File: src/rtl/alu_mc.sv
// Multi-cycle ALU: single-cycle add/sub/logic, serial one-bit-per-clock shifts,
// valid/ready on both sides, result and flags registered and held until consumed.
//
// state | meaning
// IDLE  | ready for a new operation; last result and flags still visible
// SHIFT | serial shift in progress, cnt_q positions remaining
// DONE  | result valid, waiting for OUT_READY
module alu_mc #(
   parameter int WIDTH = 8,
   parameter int SHW   = $clog2(WIDTH)
) (
   input  logic             CLK,
   input  logic             RST,
   input  logic             IN_VALID,
   output logic             IN_READY,
   input  logic [WIDTH-1:0] A,
   input  logic [WIDTH-1:0] B,
   input  logic [2:0]       OP,
   output logic             OUT_VALID,
   input  logic             OUT_READY,
   output logic [WIDTH-1:0] Y,
   output logic             C,
   output logic             V,
   output logic             N,
   output logic             Z
);

   localparam logic [1:0] S_IDLE  = 2'd0;
   localparam logic [1:0] S_SHIFT = 2'd1;
   localparam logic [1:0] S_DONE  = 2'd2;

   localparam logic [2:0] OP_ADD = 3'b000;
   localparam logic [2:0] OP_SUB = 3'b001;
   localparam logic [2:0] OP_SLL = 3'b010;
   localparam logic [2:0] OP_SRL = 3'b011;
   localparam logic [2:0] OP_SRA = 3'b100;
   localparam logic [2:0] OP_AND = 3'b101;
   localparam logic [2:0] OP_OR  = 3'b110;

   logic [1:0]       state_q, state_d;
   logic [2:0]       op_q, op_d;
   logic [SHW-1:0]   cnt_q, cnt_d;
   logic [WIDTH-1:0] work_q, work_d;
   logic [WIDTH-1:0] y_q, y_d;
   logic             c_q, c_d, v_q, v_d, n_q, n_d, z_q, z_d;

   logic [WIDTH-1:0] b_eff;
   logic [WIDTH:0]   sum;
   logic             is_shift;
   logic [SHW-1:0]   amt;
   logic [WIDTH-1:0] imm_y;
   logic             imm_c, imm_v;
   logic [WIDTH-1:0] sh_work;
   logic             sh_out;

   // Immediate result for ops that finish in the accept cycle (incl. count-0 shifts)
   always_comb begin
      b_eff    = (OP == OP_SUB) ? ~B : B;
      sum      = {1'b0, A} + {1'b0, b_eff} + {{WIDTH{1'b0}}, (OP == OP_SUB)};
      is_shift = (OP == OP_SLL) || (OP == OP_SRL) || (OP == OP_SRA);
      amt      = B[SHW-1:0];
      imm_y    = A;
      imm_c    = 1'b0;
      imm_v    = 1'b0;
      case (OP)
         OP_ADD, OP_SUB: begin
            imm_y = sum[WIDTH-1:0];
            imm_c = sum[WIDTH];
            imm_v = (A[WIDTH-1] == b_eff[WIDTH-1]) && (sum[WIDTH-1] != A[WIDTH-1]);
         end
         OP_AND:  imm_y = A & B;
         OP_OR:   imm_y = A | B;
         3'b111:  imm_y = A ^ B;
         default: imm_y = A;
      endcase
   end

   // One-position step of the working register, direction from the latched opcode
   always_comb begin
      sh_work = work_q;
      sh_out  = 1'b0;
      case (op_q)
         OP_SLL: begin
            sh_work = {work_q[WIDTH-2:0], 1'b0};
            sh_out  = work_q[WIDTH-1];
         end
         OP_SRA: begin
            sh_work = {work_q[WIDTH-1], work_q[WIDTH-1:1]};
            sh_out  = work_q[0];
         end
         default: begin
            sh_work = {1'b0, work_q[WIDTH-1:1]};
            sh_out  = work_q[0];
         end
      endcase
   end

   // Next-state and result register update
   always_comb begin
      state_d = state_q;
      op_d    = op_q;
      cnt_d   = cnt_q;
      work_d  = work_q;
      y_d     = y_q;
      c_d     = c_q;
      v_d     = v_q;
      n_d     = n_q;
      z_d     = z_q;
      case (state_q)
         S_IDLE: begin
            if (IN_VALID) begin
               op_d = OP;
               if (is_shift && (amt != '0)) begin
                  work_d  = A;
                  cnt_d   = amt;
                  c_d     = 1'b0;
                  state_d = S_SHIFT;
               end else begin
                  y_d     = imm_y;
                  c_d     = imm_c;
                  v_d     = imm_v;
                  n_d     = imm_y[WIDTH-1];
                  z_d     = (imm_y == '0);
                  state_d = S_DONE;
               end
            end
         end
         S_SHIFT: begin
            work_d = sh_work;
            c_d    = sh_out;
            cnt_d  = cnt_q - 1'b1;
            if (cnt_q == SHW'(1)) begin
               y_d     = sh_work;
               v_d     = 1'b0;
               n_d     = sh_work[WIDTH-1];
               z_d     = (sh_work == '0);
               state_d = S_DONE;
            end
         end
         S_DONE: begin
            if (OUT_READY) state_d = S_IDLE;
         end
         default: state_d = S_IDLE;
      endcase
   end

   // State registers; reset clears everything, Z included
   always_ff @(posedge CLK) begin
      if (RST) begin
         state_q <= S_IDLE;
         op_q    <= '0;
         cnt_q   <= '0;
         work_q  <= '0;
         y_q     <= '0;
         c_q     <= 1'b0;
         v_q     <= 1'b0;
         n_q     <= 1'b0;
         z_q     <= 1'b0;
      end else begin
         state_q <= state_d;
         op_q    <= op_d;
         cnt_q   <= cnt_d;
         work_q  <= work_d;
         y_q     <= y_d;
         c_q     <= c_d;
         v_q     <= v_d;
         n_q     <= n_d;
         z_q     <= z_d;
      end
   end

   assign IN_READY  = (state_q == S_IDLE);
   assign OUT_VALID = (state_q == S_DONE);
   assign Y         = y_q;
   assign C         = c_q;
   assign V         = v_q;
   assign N         = n_q;
   assign Z         = z_q;

endmodule

File: config.mk
export PLATFORM = sky130hd
export DESIGN_NAME = alu_mc
export DESIGN_NICKNAME = d
export VERILOG_FILES = /design/src/rtl/alu_mc.sv
export SDC_FILE = /design/constraint.sdc
export NUM_CORES = 1
export LEC_CHECK = 0
export ABC_AREA = 1
export CAP_MARGIN = 15
export CORE_MARGIN = 4
export CORE_UTILIZATION = 55
export DETAILED_ROUTE_END_ITERATION = 12
export PLACE_DENSITY = 0.91
export SLEW_MARGIN = 20
export SYNTH_ARGS = -nofsm -noshare
export SYNTH_HDL_FRONTEND = slang
export SYNTH_SLANG_ARGS = --single-unit
File: constraint.sdc
create_clock -name CLK -period 3.73 [get_ports CLK]
set_input_delay 0.746 -clock CLK [delete_from_list [all_inputs] [get_ports CLK]]
set_output_delay 0.746 -clock CLK [all_outputs]
set_load 0.03 [all_outputs]
==> impl_metrics.prom, run 1 <==
# TYPE chip_impl_metric gauge
chip_impl_metric{name="max_cap_violations",unit=""} 0
chip_impl_metric{name="distinct_cells_synth",unit=""} 36
chip_impl_metric{name="synth-seq-area-share",unit="%"} 22.2
chip_impl_metric{name="routabilityCongestion",unit=""} 0.914
chip_impl_metric{name="pin_count",unit=""} 37
chip_impl_metric{name="cts_resized",unit=""} 0
chip_impl_info{name="synthTopCellsByCount",value="nand2_1, inv_1, o21ai_0, dfxtp_1, nor2_1"} 1
chip_impl_metric{name="clkLatencyLatePin",unit="ns"} 0.27
chip_impl_metric{name="number_of_antenna_violations_at_the_first_check_in_global_routing",unit=""} 0
chip_impl_metric{name="routed_wire_length_per_instance",unit="um"} 13.5
chip_impl_metric{name="wl",unit="mm"} 6.12
chip_impl_metric{name="numPlacedInstances",unit=""} 451
chip_impl_info{name="yosysMostFrequentCell",value="nand2_1"} 1
chip_impl_metric{name="design.die.area",unit="sq um"} 5550
chip_impl_metric{name="synth-edff-count",unit=""} 0
chip_impl_metric{name="synthesis.instances",unit=""} 371
chip_impl_metric{name="syn_area_per_cell",unit="sq um"} 6.55
chip_impl_metric{name="cts.sinks",unit=""} 27
chip_impl_metric{name="cts_made_buffers",unit=""} 3
chip_impl_metric{name="groute.usage.overall",unit="%"} 23.8
chip_impl_metric{name="pin_count_of_the_biggest_net_entering_global_routing",unit=""} 26
chip_impl_metric{name="floorplan.initialDensity",unit="%"} 58.6
chip_impl_metric{name="crit_path_max_fanout",unit=""} 7
chip_impl_metric{name="rows",unit=""} 23
chip_impl_metric{name="detail_route.iter0.violations",unit=""} 325
chip_impl_metric{name="num_vias",unit=""} 2547
chip_impl_metric{name="worst-endpoint-arrival",unit="ns"} 3.39
chip_impl_metric{name="finalCriticalPeriod",unit="ns"} 3.22
chip_impl_metric{name="synth_seq_cells",unit=""} 27
chip_impl_metric{name="placement.cell_area",unit="sq um"} 2820
chip_impl_metric{name="maximum_clock_path_buffer_count",unit=""} 2
chip_impl_info{name="synthTopCellsByArea",value="dfxtp_1, ha_1, nand2_1"} 1
chip_impl_metric{name="critPathMaxStageDelay",unit="ns"} 0.52
chip_impl_metric{name="synth_top_cell_area_share",unit="%"} 22.2
chip_impl_metric{name="synth_warnings",unit=""} 0
chip_impl_info{name="cp_common_cell",value="nand2_1"} 1
chip_impl_info{name="holdCritPathClass",value="register to register"} 1
chip_impl_metric{name="viasPerCell",unit=""} 5.60
chip_impl_metric{name="finish.utilization",unit="%"} 69.1
chip_impl_metric{name="layout.nets",unit=""} 455
chip_impl_metric{name="drc",unit=""} 0
chip_impl_metric{name="postCtsHoldBufs",unit=""} 0
chip_impl_metric{name="multi_input_comb_area",unit="sq um"} 1610
chip_impl_metric{name="filler_cell_count",unit=""} 373
chip_impl_metric{name="dieHeight",unit="um"} 74.5
chip_impl_metric{name="drt.antenna.violating_nets",unit=""} 0
chip_impl_metric{name="dp_slack",unit="ns"} 0.227
chip_impl_metric{name="drt_pre_antenna_iters",unit=""} 4
chip_impl_metric{name="final_layout_size_suffix_gt1_share",unit="%"} 8.15
chip_impl_metric{name="fp.dieW",unit="um"} 74.5
chip_impl_metric{name="cp.required",unit="ns"} 3.90
chip_impl_metric{name="global_route.overflow_total",unit=""} 0
chip_impl_metric{name="synth_async_sr_flop_share",unit="%"} 0
chip_impl_metric{name="max_freq",unit="MHz"} 311
chip_impl_metric{name="final-max-slew-violation-count",unit=""} 0
chip_impl_info{name="grt_setup_unrepaired",value="false"} 1
chip_impl_metric{name="mappedNetlistNets",unit=""} 420
chip_impl_metric{name="post_synth_instance_area",unit="sq um"} 2430
chip_impl_metric{name="core_area",unit="sq um"} 4140
chip_impl_metric{name="skew",unit="ns"} 0.00231
chip_impl_metric{name="reported_leakage_power",unit="uW"} 0.00136
chip_impl_metric{name="vias_in_the_first_global_route",unit=""} 2364
chip_impl_metric{name="grt_pass1_wl",unit="mm"} 10.5
chip_impl_metric{name="syn_to_final_growth",unit="%"} 17.8
chip_impl_metric{name="timing.final.setup_violations",unit=""} 0
chip_impl_metric{name="layout.area.seq",unit="sq um"} 541
chip_impl_metric{name="maxSlewHeadroom",unit="%"} 66.9
chip_impl_metric{name="path_clk_slew",unit="ns"} 0.09
chip_impl_metric{name="htree_num_levels",unit=""} 1
chip_impl_metric{name="setup_total_negative_slack",unit="ns"} 0
chip_impl_metric{name="timing.final.ws_setup",unit="ns"} 0.514
chip_impl_info{name="cts-root-buf",value="clkbuf_8"} 1
chip_impl_info{name="path_cells",value="clkdlybuf4s50_1, nor2_2, nand2_1, xor2_1, inv_1, ha_1, a21oi_1, or2_2, nand3_1, nand2_1, nand2_1, o21ai_0, o21ai_0, nor2_1, o21a_1"} 1
chip_impl_metric{name="placement.io_buffers",unit=""} 36
chip_impl_metric{name="layout.cells.non_filler",unit=""} 455
chip_impl_metric{name="antenna_cells_inserted",unit=""} 0
chip_impl_metric{name="report.final.hold_viol_count",unit=""} 0
chip_impl_info{name="timing.critical_path.from_type",value="primary input"} 1
chip_impl_info{name="run_status",value="completed"} 1
chip_impl_metric{name="postLayoutCellArea",unit="sq um"} 2860
chip_impl_info{name="synth_top_area_cell",value="dfxtp_1"} 1
chip_impl_metric{name="power_per_cell_area",unit="nW/um^2"} 336
chip_impl_info{name="cts_tree",value="done"} 1
chip_impl_metric{name="post_cts_repair_timing_setup_buffer_count",unit=""} 0
chip_impl_metric{name="worst_pin_slew",unit="ns"} 0.494
chip_impl_metric{name="peakVddDrop",unit="mV"} 0.142
chip_impl_metric{name="dp.final_hpwl",unit="mm"} 4.93
chip_impl_info{name="synth_flop_cell",value="dfxtp_1"} 1
chip_impl_info{name="cpMaxStageDelayCell",value="clkdlybuf4s50_1"} 1
chip_impl_info{name="critical_path.endpoint_type",value="register"} 1
chip_impl_metric{name="final_clock_period_utilization_by_the_worst_path",unit="%"} 86.2
chip_impl_info{name="worstSetupPathType",value="primary input to register"} 1
-- registers in the layout, summed over array words and instances (netlist names) --
name / cells
C: 1
V: 1
Y: 8
Z: 1
cnt_q: 3
op_q: 3
state_q: 2
work_q: 8
-- final cells by class --
cell class | instances | share of cell area [%]
well taps | 50 | 2.19
repair buffers | 38 | 13.1
clock buffers | 4 | 1.57
inverters | 62 | 8.13
flip-flops and latches | 27 | 18.9
multi-input cells | 274 | 56.1
-- logic make-up after synthesis --
logic type      share of synthesized area, %
fa+ha+maj                               13.7
xor+xnor                                2.88
flops                                   22.2
buf+inv                                 11.7
compound gates                          18.9
mux                                    0.412
simple gates                            30.1
-- path summary, 6_finish.rpt --
kind / startpoint / depth (start not counted) / endpoint / slack [ns]
worst max-delay path: OP[2] / 15 / Y[6] / 0.51
worst min-delay path: work_q[3] / 2 / work_q[3] / 0.49
worst max register to register: state_q[1] / 8 / Y[4] / 1.74
worst min register to register: work_q[3] / 2 / work_q[3] / 0.49
-- through the flow --
stage	hold WS, ns	power [uW]
after floorplan	0.454	656
final	0.490	961
after CTS	0.492	961
after global routing	0.520	1030
after detailed placement	0.477	797
after global placement	0.465	787
-- critical path: cells and delay by family --
| kind | cells | cell delay (ns) |
|---|---|---|
| compound gates | 4 | 0.48 |
| xor+xnor | 1 | 0.21 |
| fa+ha+maj | 1 | 0.39 |
| buf+inv | 2 | 0.58 |
| simple gates | 7 | 0.98 |
-- power by group --
group | internal [uW] | total [uW] | switching [uW]
clock | 76.6 | 166 | 89.7
sequential | 327 | 353 | 25.4
combinational | 168 | 442 | 274
-- metal layers --
layer,vias up,share of wire (%),global-route usage [%]
li1,1282,-,-
met1,1137,42,30.4
met2,111,48,41.6
met3,17,7.8,2.70
met4,0,2.3,7.51
met5,-,0,0
-- layout by cell type, fill, tap and decap left out, drive strengths merged, types with 4 or more instances in the layout --
cell type / n
a21oi: 21
a31oi: 15
clkbuf: 4
clkdlybuf4s50: 36
dfxtp: 27
ha: 25
inv: 60
nand2: 89
nand3: 22
nand4: 7
nor2: 32
nor3: 5
o21a: 4
o21ai: 32
or2: 5
xor2: 8
No activity file was read; power rests on OpenSTA's default activity.
==> run 2, diff against run 1 <==
--- a/config.mk
+++ b/config.mk
@@ -10,5 +10,5 @@
 export CORE_MARGIN = 4
-export CORE_UTILIZATION = 55
+export CORE_UTILIZATION = 59
 export DETAILED_ROUTE_END_ITERATION = 12
-export PLACE_DENSITY = 0.91
+export PLACE_DENSITY = 0.95
 export SLEW_MARGIN = 20
==> constraint.sdc (replaced) <==
create_clock -name CLK -period 3.77 [get_ports CLK]
set_input_delay 1.131 -clock CLK [delete_from_list [all_inputs] [get_ports CLK]]
set_output_delay 1.131 -clock CLK [all_outputs]
set_load 0.03 [all_outputs]
==> impl_metrics.prom, run 2 (synthesized netlist as in run 1, its figures left out) <==
# TYPE chip_impl_metric gauge
chip_impl_info{name="run_status",value="completed"} 1
chip_impl_metric{name="cp.required",unit="ns"} 3.95
chip_impl_metric{name="viasPerCell",unit=""} 5.63
chip_impl_metric{name="drc",unit=""} 0
chip_impl_metric{name="groute.usage.overall",unit="%"} 24.8
chip_impl_metric{name="pin_count",unit=""} 37
chip_impl_metric{name="num_vias",unit=""} 2584
chip_impl_metric{name="reported_leakage_power",unit="uW"} 0.00138
chip_impl_metric{name="post_cts_repair_timing_setup_buffer_count",unit=""} 0
chip_impl_metric{name="grt_pass1_wl",unit="mm"} 10.6
chip_impl_metric{name="hold_ws",unit="ns"} 0.499
chip_impl_info{name="timing.critical_path.from_type",value="primary input"} 1
chip_impl_info{name="cts-root-buf",value="clkbuf_8"} 1
chip_impl_metric{name="fp.dieW",unit="um"} 72.2
chip_impl_metric{name="drt.antenna.violating_nets",unit=""} 0
chip_impl_metric{name="crit_path_max_fanout",unit=""} 5
chip_impl_metric{name="critPathMaxStageDelay",unit="ns"} 0.49
chip_impl_metric{name="floorplan.initialDensity",unit="%"} 60.7
chip_impl_metric{name="antenna_cells_inserted",unit=""} 0
chip_impl_metric{name="power_per_cell_area",unit="nW/um^2"} 332
chip_impl_metric{name="layout.nets",unit=""} 459
chip_impl_metric{name="skew",unit="ns"} 0.00389
chip_impl_info{name="cts_tree",value="done"} 1
chip_impl_metric{name="max_freq",unit="MHz"} 297
chip_impl_metric{name="vias_in_the_first_global_route",unit=""} 2419
chip_impl_metric{name="syn_to_final_growth",unit="%"} 19.0
chip_impl_metric{name="routabilityCongestion",unit=""} 0.915
chip_impl_metric{name="placement.io_buffers",unit=""} 36
chip_impl_metric{name="pin_count_of_the_biggest_net_entering_global_routing",unit=""} 26
chip_impl_metric{name="design.die.area",unit="sq um"} 5210
chip_impl_metric{name="detail_route.iter0.violations",unit=""} 432
chip_impl_metric{name="filler_cell_count",unit=""} 324
chip_impl_metric{name="drt_pre_antenna_iters",unit=""} 6
chip_impl_metric{name="routed_wire_length_per_instance",unit="um"} 13.9
chip_impl_info{name="grt_setup_unrepaired",value="false"} 1
chip_impl_metric{name="cts_made_buffers",unit=""} 3
chip_impl_metric{name="timing.final.setup_violations",unit=""} 0
chip_impl_metric{name="cts_resized",unit=""} 0
chip_impl_metric{name="rows",unit=""} 23
chip_impl_metric{name="dieHeight",unit="um"} 72.2
chip_impl_metric{name="setup_total_negative_slack",unit="ns"} 0
chip_impl_metric{name="final_layout_size_suffix_gt1_share",unit="%"} 9.05
chip_impl_metric{name="final_clock_period_utilization_by_the_worst_path",unit="%"} 89.4
chip_impl_metric{name="finalCriticalPeriod",unit="ns"} 3.37
chip_impl_metric{name="htree_num_levels",unit=""} 1
chip_impl_metric{name="finish.utilization",unit="%"} 72.3
chip_impl_metric{name="wl",unit="mm"} 6.37
chip_impl_info{name="highest_count_cells_in_the_layout_ignoring_fill_and_taps",value="nand2_1, inv_1, clkdlybuf4s50_1, o21ai_0"} 1
chip_impl_metric{name="core_area",unit="sq um"} 4000
chip_impl_metric{name="global_route.overflow_total",unit=""} 0
chip_impl_info{name="path_cells",value="clkdlybuf4s50_1, nor2_2, nand2_1, buf_4, xor2_1, inv_1, ha_1, nand2_1, or2_2, nand3_1, nand2_1, nand2_1, o21ai_0, o21ai_0, nor2_1, o21a_1"} 1
chip_impl_metric{name="path_clk_slew",unit="ns"} 0.09
chip_impl_metric{name="report.final.hold_viol_count",unit=""} 0
chip_impl_metric{name="worst_pin_slew",unit="ns"} 0.510
chip_impl_info{name="worstSetupPathType",value="primary input to register"} 1
chip_impl_metric{name="worst-endpoint-arrival",unit="ns"} 3.55
chip_impl_info{name="final_common_cell",value="nand2_1"} 1
chip_impl_metric{name="critPathBufInv",unit=""} 3
chip_impl_info{name="cpMaxStageDelayCell",value="clkdlybuf4s50_1"} 1
chip_impl_info{name="critical_path.endpoint_type",value="register"} 1
chip_impl_info{name="critPathTopFamily",value="simple AND/OR/NAND/NOR gates"} 1
chip_impl_metric{name="multi_input_comb_area",unit="sq um"} 1610
chip_impl_metric{name="maxSlewHeadroom",unit="%"} 65.9
chip_impl_info{name="holdCritPathClass",value="register to register"} 1
chip_impl_metric{name="cts.sinks",unit=""} 27
chip_impl_metric{name="final-max-slew-violation-count",unit=""} 0
chip_impl_metric{name="maximum_clock_path_buffer_count",unit=""} 2
chip_impl_metric{name="postCtsHoldBufs",unit=""} 0
chip_impl_metric{name="peakVddDrop",unit="mV"} 0.135
chip_impl_metric{name="max_cap_violations",unit=""} 0
chip_impl_metric{name="dp.final_hpwl",unit="mm"} 4.94
chip_impl_info{name="cp_common_cell",value="nand2_1"} 1
chip_impl_metric{name="clkLatencyLatePin",unit="ns"} 0.27
chip_impl_metric{name="number_of_antenna_violations_at_the_first_check_in_global_routing",unit=""} 0
chip_impl_metric{name="layout.area.seq",unit="sq um"} 541
## run 2: changes by cell type in the layout (fill, tap and decap cells not counted), sizes merged
cell,before,now
buf,2,6
## run 2: final cells by class
type / count / area share (%)
sequential: 27 / 18.7
timing repair buffer: 42 / 14.0
inverter: 62 / 8.05
multi-input combinational: 274 / 55.5
clock buffer: 4 / 1.56
tap: 50 / 2.16
## run 2: power by group
| group | leakage (uW) | internal [uW] | switching [uW] |
|---|---|---|---|
| logic | 0.00114 | 169 | 275 |
| clock network | 0.0000228 | 75.8 | 89.6 |
| registers | 0.000222 | 324 | 26.8 |
## run 2: final timing paths
check / slack (ns) / from / end / cells after the start
min: 0.50 / Y[2] / Y[2] / 2
max reg2reg: 1.79 / state_q[1] / Y[6] / 8
min reg2reg: 0.50 / Y[2] / Y[2] / 2
max: 0.40 / OP[2] / Y[6] / 16
## run 2: metrics by stage
step                      power [uW]  setup slack [ns]  instance area [sq um]  cells
after global routing            1020             0.156                   2890    459
after floorplan                  649             0.548                   2430    371
after detailed placement         791            0.0946                   2850    455
final                            961             0.398                   2890    459
after global placement           779             0.151                   2850    455
after CTS                        954             0.382                   2890    459
## run 2: worst register-to-register path, stage by stage (launching register included)
cell	delay (ns)
dfxtp_1	0.39
inv_1	0.10
nand2_2	0.38
a21oi_1	0.14
nor3_1	0.21
nand2_2	0.15
inv_2	0.26
nand2_1	0.09
o21a_1	0.18
## run 2: layer usage
metal	wire [um]	up-vias	GRT usage (%)
met1	2750	1151	31.1
met5	0	-	0
li1	-	1283	-
met4	130	0	8.35
met3	476	20	2.08
met2	3010	130	44.4
